[src/rtl/t05_pkg.sv]
// -----------------------------------------------------------------------------
// t05_pkg
// Shared definitions for the byte histogram block:
//   - default end-of-stream character and count-word width
//   - number of histogram bins
//   - FSM state encoding
//   - SRAM access direction encoding
// -----------------------------------------------------------------------------
package t05_pkg;

    localparam logic [7:0] EOF_CHAR_DEF = 8'h1A;
    localparam int         CNT_W_DEF    = 32;
    localparam int         HIST_BINS    = 256;

    typedef enum logic [3:0] {
        CLEAR_W,
        CLEAR_WAIT,
        IDLE,
        RD_REQ,
        RD_WAIT,
        INC,
        WR_REQ,
        WR_WAIT,
        DONE
    } state_e;

    typedef enum logic {
        SRAM_RD = 1'b0,
        SRAM_WR = 1'b1
    } sram_op_e;

endpackage

[src/rtl/t05_histogram.sv]
// -----------------------------------------------------------------------------
// t05_histogram
// Counts occurrences of each byte value of an input stream in an external
// SRAM (one CNT_W-bit word per bin). After reset every bin is written to zero,
// then each accepted byte triggers a read-increment-write of its bin. The
// byte EOF_CHAR ends the stream and parks the block in a completed state.
//
// Ports
//   clk            single clock
//   rst            synchronous reset, active low
//   in_byte        incoming character
//   in_valid       in_byte is valid
//   in_ready       block accepts in_byte this cycle (IDLE only)
//   sram_done      one-cycle completion pulse from the SRAM interface
//   old_char       count read back, valid with sram_done on a read
//   hist_req       an SRAM access is pending
//   hist_r_wr      0 = read, 1 = write
//   histgram_addr  bin index
//   histogram      write data
//   total_count    number of non-EOF bytes counted (saturating)
//   hist_complete  high once EOF has been processed, until reset
// -----------------------------------------------------------------------------
module t05_histogram
    import t05_pkg::*;
#(
    parameter logic [7:0] EOF_CHAR = EOF_CHAR_DEF,
    parameter int         CNT_W    = CNT_W_DEF
) (
    input  logic             clk,
    input  logic             rst,
    input  logic [7:0]       in_byte,
    input  logic             in_valid,
    output logic             in_ready,
    input  logic             sram_done,
    input  logic [CNT_W-1:0] old_char,
    output logic             hist_req,
    output logic             hist_r_wr,
    output logic [7:0]       histgram_addr,
    output logic [CNT_W-1:0] histogram,
    output logic [CNT_W-1:0] total_count,
    output logic             hist_complete
);

    localparam logic [7:0] LAST_BIN = 8'(HIST_BINS - 1);

    // State and datapath registers
    state_e           r_state;
    logic [7:0]       r_clr_idx;
    logic [7:0]       r_cur_byte;
    logic [CNT_W-1:0] r_old_cnt;
    logic [CNT_W-1:0] r_total;

    // Output registers
    logic             r_in_ready;
    logic             r_hist_req;
    sram_op_e         r_op;
    logic [7:0]       r_addr;
    logic [CNT_W-1:0] r_wdata;
    logic             r_complete;

    // Next-state and next-output values
    state_e           w_state_next;
    logic [7:0]       w_clr_idx_next;
    logic [7:0]       w_cur_byte_next;
    logic             w_in_ready_d;
    logic             w_hist_req_d;
    sram_op_e         w_op_d;
    logic [7:0]       w_addr_d;
    logic [CNT_W-1:0] w_wdata_d;
    logic             w_complete_d;

    // Saturating incrementers: an all-ones value stays all-ones.
    logic [CNT_W-1:0] w_new_cnt;
    logic [CNT_W-1:0] w_total_inc;

    assign w_new_cnt   = (&r_old_cnt) ? r_old_cnt : r_old_cnt + CNT_W'(1);
    assign w_total_inc = (&r_total)   ? r_total   : r_total   + CNT_W'(1);

    // Next-state logic. Transitions out of a request are taken only from the
    // matching WAIT state, so a stray sram_done anywhere else has no effect.
    always_comb begin
        // NOTE: every signal written here gets a default first, so no path
        // leaves it unassigned and no latch is inferred.
        w_state_next    = r_state;
        w_clr_idx_next  = r_clr_idx;
        w_cur_byte_next = r_cur_byte;

        case (r_state)
            CLEAR_W:    w_state_next = CLEAR_WAIT;
            CLEAR_WAIT: begin
                if (sram_done) begin
                    if (r_clr_idx == LAST_BIN) begin
                        w_state_next = IDLE;
                    end else begin
                        w_clr_idx_next = r_clr_idx + 8'd1;
                        w_state_next   = CLEAR_W;
                    end
                end
            end
            IDLE: begin
                if (in_valid) begin
                    w_cur_byte_next = in_byte;
                    w_state_next    = (in_byte == EOF_CHAR) ? DONE : RD_REQ;
                end
            end
            RD_REQ:     w_state_next = RD_WAIT;
            RD_WAIT:    if (sram_done) w_state_next = INC;
            INC:        w_state_next = WR_REQ;
            WR_REQ:     w_state_next = WR_WAIT;
            WR_WAIT:    if (sram_done) w_state_next = IDLE;
            DONE:       w_state_next = DONE;
            default:    w_state_next = CLEAR_W;
        endcase
    end

    // Outputs are decoded from the *next* state and registered, so they line
    // up with the state they belong to while depending on no input
    // combinationally. The cycle right after reset is the one exception:
    // everything reads 0 while the FSM sits in its first CLEAR_W.
    always_comb begin
        w_in_ready_d = 1'b0;
        w_hist_req_d = 1'b0;
        w_op_d       = SRAM_RD;
        w_addr_d     = 8'd0;
        w_wdata_d    = '0;
        w_complete_d = 1'b0;

        case (w_state_next)
            CLEAR_W, CLEAR_WAIT: begin
                w_hist_req_d = 1'b1;
                w_op_d       = SRAM_WR;
                w_addr_d     = w_clr_idx_next;
            end
            IDLE: w_in_ready_d = 1'b1;
            RD_REQ, RD_WAIT: begin
                w_hist_req_d = 1'b1;
                w_addr_d     = w_cur_byte_next;
            end
            WR_REQ, WR_WAIT: begin
                // r_old_cnt is frozen from INC until the write completes.
                w_hist_req_d = 1'b1;
                w_op_d       = SRAM_WR;
                w_addr_d     = w_cur_byte_next;
                w_wdata_d    = w_new_cnt;
            end
            DONE: w_complete_d = 1'b1;
            default: ;
        endcase
    end

    always_ff @(posedge clk) begin
        // NOTE: non-blocking assignments throughout, so every register here
        // samples values from before the edge regardless of statement order.
        if (!rst) begin
            r_state    <= CLEAR_W;
            r_clr_idx  <= 8'd0;
            r_cur_byte <= 8'd0;
            r_old_cnt  <= '0;
            r_total    <= '0;
            r_in_ready <= 1'b0;
            r_hist_req <= 1'b0;
            r_op       <= SRAM_RD;
            r_addr     <= 8'd0;
            r_wdata    <= '0;
            r_complete <= 1'b0;
        end else begin
            r_state    <= w_state_next;
            r_clr_idx  <= w_clr_idx_next;
            r_cur_byte <= w_cur_byte_next;
            if (r_state == RD_WAIT && sram_done) begin
                r_old_cnt <= old_char;
            end
            if (r_state == INC) begin
                r_total <= w_total_inc;
            end
            r_in_ready <= w_in_ready_d;
            r_hist_req <= w_hist_req_d;
            r_op       <= w_op_d;
            r_addr     <= w_addr_d;
            r_wdata    <= w_wdata_d;
            r_complete <= w_complete_d;
        end
    end

    assign in_ready      = r_in_ready;
    assign hist_req      = r_hist_req;
    assign hist_r_wr     = r_op;
    assign histgram_addr = r_addr;
    assign histogram     = r_wdata;
    assign total_count   = r_total;
    assign hist_complete = r_complete;

endmodule

[config.mk]
export PLATFORM = sky130hd
export DESIGN_NAME = t05_histogram
export DESIGN_NICKNAME = d
export VERILOG_FILES = /design/src/rtl/t05_pkg.sv /design/src/rtl/t05_histogram.sv
export SDC_FILE = /design/constraint.sdc
export NUM_CORES = 1
export LEC_CHECK = 0
export CORE_ASPECT_RATIO = 1.5
export CORE_MARGIN = 4
export CORE_UTILIZATION = 40
export DETAILED_ROUTE_END_ITERATION = 7
export GPL_TIMING_DRIVEN = 0
export PLACE_DENSITY_LB_ADDON = 0.3
export SLEW_MARGIN = 20
export SYNTH_ARGS = -nofsm -noshare
export SYNTH_HDL_FRONTEND = slang
export SYNTH_SLANG_ARGS = --single-unit
[constraint.sdc]
create_clock -name clk -period 2.9 [get_ports clk]
set_input_delay 0.58 -clock clk [delete_from_list [all_inputs] [get_ports clk]]
set_output_delay 0.58 -clock clk [all_outputs]
set_load 0.02 [all_outputs]
After elaboration in Yosys (flattened, before gate mapping)
Cells that the tools add are included.

Register bits: 128. Input bits: 44. Output and inout bits: 76. Logic and storage cells: 62.

Add/subtract/negate cells: 3. Equality and inequality tests: 17. Muxes and demuxes: 18. Bitwise operators: 1. Reductions and logical operators: 12.

Operators by type and width (number): $add 32x1->32 const B (2); $reduce_and 32->1 (2); $mux 8 (5); $pmux 4 s9 (1); $mux 32 (1); $eq 4x3->1 const B (7); $mux 4 (5); $eq 4x2->1 const B (4); $pmux 8 s2 (1); $add 8x1->8 const B (1); $eq 4x1->1 const B (2); $eq 4x4->1 const B (2); $eq 8x5->1 const B (1); $eq 8x8->1 const B (1); $logic_not 4->1 (2); $reduce_or 4->1 (2); $reduce_or 6->1 (1); $mux 1 (4); $reduce_and 2->1 (2); $reduce_or 2->1 (2); $mux 2 (1); $logic_and 1x1->1 (1); $not 1->1 (1).

Logic depth before layout (Yosys ltp)
Depth in word-level cells: 7. Depth in mapped cells: 8.

Least setup slack after synthesis
Ideal clock, no wire load.

Kind: flip-flop to flip-flop. From: register r_total[7] (netlist: total_count[7]). To: register r_total[29] (netlist: total_count[29]). Arrival time: 2195 ps. Data required time: 2828 ps. Setup slack: 633 ps. Cell stages (with the launch flop): 8. Path buffers: 2. Period minus slack after synthesis: 2267 ps. Cells stage by stage: dfxtp_1 > nand4_1 > or4_1 > buf_2 > a211o_1 > buf_6 > nor4_1 > mux2i_1.

Cells in the longest elaborated chain, start to end: 3.

Ends and longest elaborated chain: start: declaration (RTL line t05_histogram.sv:51) `logic [CNT_W-1:0] r_total;`; start signal: assignment (RTL line t05_histogram.sv:174) `r_total <= w_total_inc;`; branches (longest 3 deep; another with $add 32x1->32).

Several ways; the timed one is not identified. A chain may end at the register's enable or synchronous reset.

Worst setup path in the final report
From: register r_old_cnt[20]. To: register r_wdata[27] (netlist: histogram[27]).

Cells in the longest elaborated chain, start to end: 2.

Ends and longest elaborated chain: start: declaration (RTL line t05_histogram.sv:50) `logic [CNT_W-1:0] r_old_cnt;`; start signal: assignment (RTL line t05_histogram.sv:171) `r_old_cnt <= old_char;`; $add 32x1->32 / $reduce_and 32->1 (equally long branches) (RTL line t05_histogram.sv:76) `assign w_new_cnt = (&r_old_cnt) ? r_old_cnt : r_old_cnt + CNT_W'(1);`; $mux 32 (*) (RTL line t05_histogram.sv:76); end signal: assignment (RTL line t05_histogram.sv:180) `r_wdata <= w_wdata_d;`; end: declaration (RTL line t05_histogram.sv:58) `logic [CNT_W-1:0] r_wdata;`.

Every way passes the cells marked *; elsewhere a longest branch is shown, timed or not.

==> results.py <==
metrics = {
    "run_status": {
        "outcome": "complete, no violations",
    },
    "logic_synthesis": {
        "synth.cell_area_mm2": 0.00568,
        "ys_ff_latch": 128,
        "synth_edf_count": 0,
        "avgSynthCellArea_um2": 8.29,
        "yosysSeqAreaShare_pct": 45.1,
        "synth_cells": 685,
        "ys_async_sr_fraction_pct": 0,
        "yosys_most_used_dff": "dfxtp_1",
        "synth.distinct_cells": 46,
        "yosysWarnings": 0,
        "synth_fp_nets": 732,
    },
    "placement": {
        "dp_cells": 996,
        "port_buffers": 119,
        "place_ws_ns": -0.332,
        "dpl_cell_area_mm2": 0.00712,
        "hpwl_um": 11500,
        "place_congestion": 0.868,
    },
    "routing": {
        "wl_met2_um": 8330,
        "top_layer": "met4",
        "drt_iter0_markers": 203,
        "wl_met1_um": 6410,
        "vias": 5588,
        "route.met3.wl_um": 763,
        "routedWlPerCell_um": 15.4,
        "viasPerCell": 5.43,
        "drt_pre_antenna_iters": 5,
        "drt-total-wl_um": 15800,
        "drc_errors": 0,
        "ant_nets": 0,
    },
    "timing": {
        "setup_ws_ns": 0.196,
        "finalCriticalPeriod_ns": 2.70,
        "tightest_slew_ns": 0.907,
        "hold_viol_final": 0,
        "clock.fmax_ghz": 0.370,
        "fin_worst_skew_ns": 0.00866,
        "maxSlewHeadroom_pct": 37.8,
        "tns_ns": 0,
        "fin_crit_sh_pct": 93.2,
        "finalSetupViolCount": 0,
        "rsz0062_at_grt": "false",
        "slew_viol_final": 0,
    },
    "setup_path": {
        "cp_max_fo": 10,
        "slowest_stage": "o31ai_2",
        "timing.rr.end": "histogram[27]",
        "crit_arrival_ns": 3.05,
        "critPathTopFamily": "compound AO/OA/AOI/OAI gates",
        "cp.required_ns": 3.24,
        "critPathMaxStageDelay_ns": 0.61,
        "crit_buf_inv": 2,
        "reg2regPathDepth": 7,
        "cp-end-kind": "register",
        "critPathMostFrequentCell": "clkbuf_1",
        "crit_chain": "and4_1 -> clkbuf_1 -> nand3_1 -> o31ai_2 -> clkbuf_1 -> o31ai_1 -> a21oi_1",
        "path_class": "reg -> reg",
        "r2r-start": "r_old_cnt[20]",
        "rrSetupSlack_ns": 0.20,
        "cp-start-kind": "register",
    },
    "worst_hold_path": {
        "min_path_cells": 2,
        "hp-class": "reg -> reg",
        "whs_endpoint": "r_old_cnt[18]",
        "hp-start": "r_old_cnt[18]",
    },
    "finish": {
        "n_antenna_cell": 0,
        "design_area_mm2": 0.00771,
        "layout.cells.non_filler": 1030,
        "num-nets-final": 872,
        "final_common_cell": "dfxtp_1",
        "layout-drive-gt1-share_pct": 5.73,
        "final_cell_mix": "dfxtp_1 (128), clkdlybuf4s50_1 (119), nand2_1 (100), a21oi_1 (77), nor2_1 (40)",
        "synthToLayoutAreaGrowth_pct": 35.7,
    },
    "cts": {
        "clk_pin_slew_ns": 0.06,
        "cts_root_buffer": "clkbuf_16",
        "cts_tree": "yes",
        "clock_latency_ns": 0.42,
        "cts.sinks": 128,
        "clk_path_buf_depth": 2,
        "cts_max_level": 4,
        "cts_buffers": 17,
    },
    "grt": {
        "grt_max_degree": 17,
        "grtUsageTotal_pct": 19.6,
        "grt_pass1_vias": 5421,
        "antenna_found_initial": 0,
        "gr-total-overflow": 0,
        "grt_pass1_wl_um": 26000,
    },
    "floorplan": {
        "die_x_um": 105,
        "rows": 53,
        "initial_core_util_pct": 40.6,
        "dieArea_mm2": 0.0162,
        "io_pins": 120,
        "core-area_mm2": 0.0140,
        "die_y_um": 154,
    },
    "power": {
        "ir_drop_v": 0.000374,
        "finalPower_uw": 4060,
        "p_per_area_mw_per_mm2": 526,
        "leakage_uw": 0.00247,
    },
    "flow_run": {
        "cap_violations": 0,
    },
}
[area by class of cell]
cell class / count / area [um2]
Fill cell: 1324 / 6280
Multi-Input combinational cell: 500 / 2910
Sequential cell: 128 / 2560
Timing Repair Buffer: 121 / 1210
Clock buffer: 18 / 439
Tap cell: 192 / 240
Buffer: 36 / 144
Clock inverter: 14 / 133
Inverter: 21 / 78.8
[through the flow]
step	hold slack (ns)	utilization [%]
finish	0.492	55.1
global route	0.502	55.1
CTS	0.487	55.0
detailed placement	0.480	50.9
global placement	0.472	50.8
floorplan	0.454	-
[Yosys cell counts, types with 2 or more instances]
| master | number | share of area [%] |
|---|---|---|
| nor3b_1 | 2 | 0.26 |
| ha_1 | 3 | 0.66 |
| nor3_1 | 17 | 1.5 |
| o32ai_1 | 9 | 1.4 |
| nor4_1 | 12 | 1.3 |
| a211oi_1 | 4 | 0.53 |
| nand2_1 | 100 | 6.6 |
| a21oi_1 | 77 | 6.8 |
| o21ai_0 | 26 | 2.3 |
| nor2_1 | 40 | 2.6 |
| clkbuf_1 | 34 | 2.2 |
| o31ai_1 | 18 | 2.4 |
| xor2_1 | 2 | 0.31 |
| o211ai_1 | 3 | 0.40 |
| nand3_1 | 26 | 2.3 |
| and2_1 | 4 | 0.44 |
| and4_1 | 9 | 1.4 |
| mux2i_1 | 15 | 2.6 |
| or2_2 | 7 | 0.77 |
| a2111oi_0 | 4 | 0.62 |
| a31oi_1 | 2 | 0.22 |
| xnor2_1 | 17 | 2.6 |
| nand4_1 | 23 | 2.5 |
| dfxtp_1 | 128 | 45 |
| and3_1 | 11 | 1.2 |
| inv_1 | 21 | 1.4 |
| or3_1 | 27 | 3.0 |
| or4_1 | 20 | 2.6 |
| nand2b_1 | 7 | 0.77 |
[registers in the layout, indices dropped and copies added, names as in the netlist]
register	count
histogram	32
histgram_addr	8
total_count	32
hist_complete	1
r_clr_idx	8
r_cur_byte	8
in_ready	1
hist_req	1
r_state	4
hist_r_wr	1
r_old_cnt	32
[routing by layer]
metal,GRT usage [%],up-vias
li1,-,2775
met1,22.2,2624
met2,35.1,158
met3,5.29,31
met4,6.57,0
met5,0,-
[power by group]
group	switching, uW	internal, uW	total, uW
logic	109	97.5	206
registers	16.6	1780	1790
clock network	847	1210	2060
total	973	3080	4060
[worst max path at each step]
stage,startpoint,end,slack [ns],cells after the start
after floorplan,total_count[7],total_count[29],0.63,7
after global placement,in_byte[3],hist_r_wr,-0.34,7
after detailed placement,in_byte[3],hist_r_wr,-0.33,7
after CTS,in_byte[3],hist_r_wr,0.07,7
after global routing,r_old_cnt[20],histogram[15],0.007,7
final,r_old_cnt[20],histogram[27],0.20,7
[worst reg2reg max path: cells and delay by family (launching register included)]
| family | cells | cell delay (ns) |
|---|---|---|
| flip-flops | 1 | 0.46 |
| AND/OR/NAND/NOR | 2 | 0.46 |
| AO/OA/AOI/OAI | 3 | 0.94 |
| buffers and inverters | 2 | 0.78 |
[kinds of logic (layout without fill, tap and decap cells)]
family	count (synthesis)	count (layout)	synth area share, %
AO/OA/AOI/OAI	153	153	16.2
XOR/XNOR	19	19	2.93
adder cells (fa/ha/maj)	3	3	0.661
buffers and inverters	57	210	3.92
flip-flops	128	128	45.1
multiplexers	15	15	2.64
AND/OR/NAND/NOR	310	310	28.5
[repair_timing]
item,in CTS,in global routing
setup buffers,0,2
endpoints found under the setup margin,0,8
gates resized for setup,0,1
hold buffers,0,0
No activity file was read; power rests on OpenSTA's default activity.
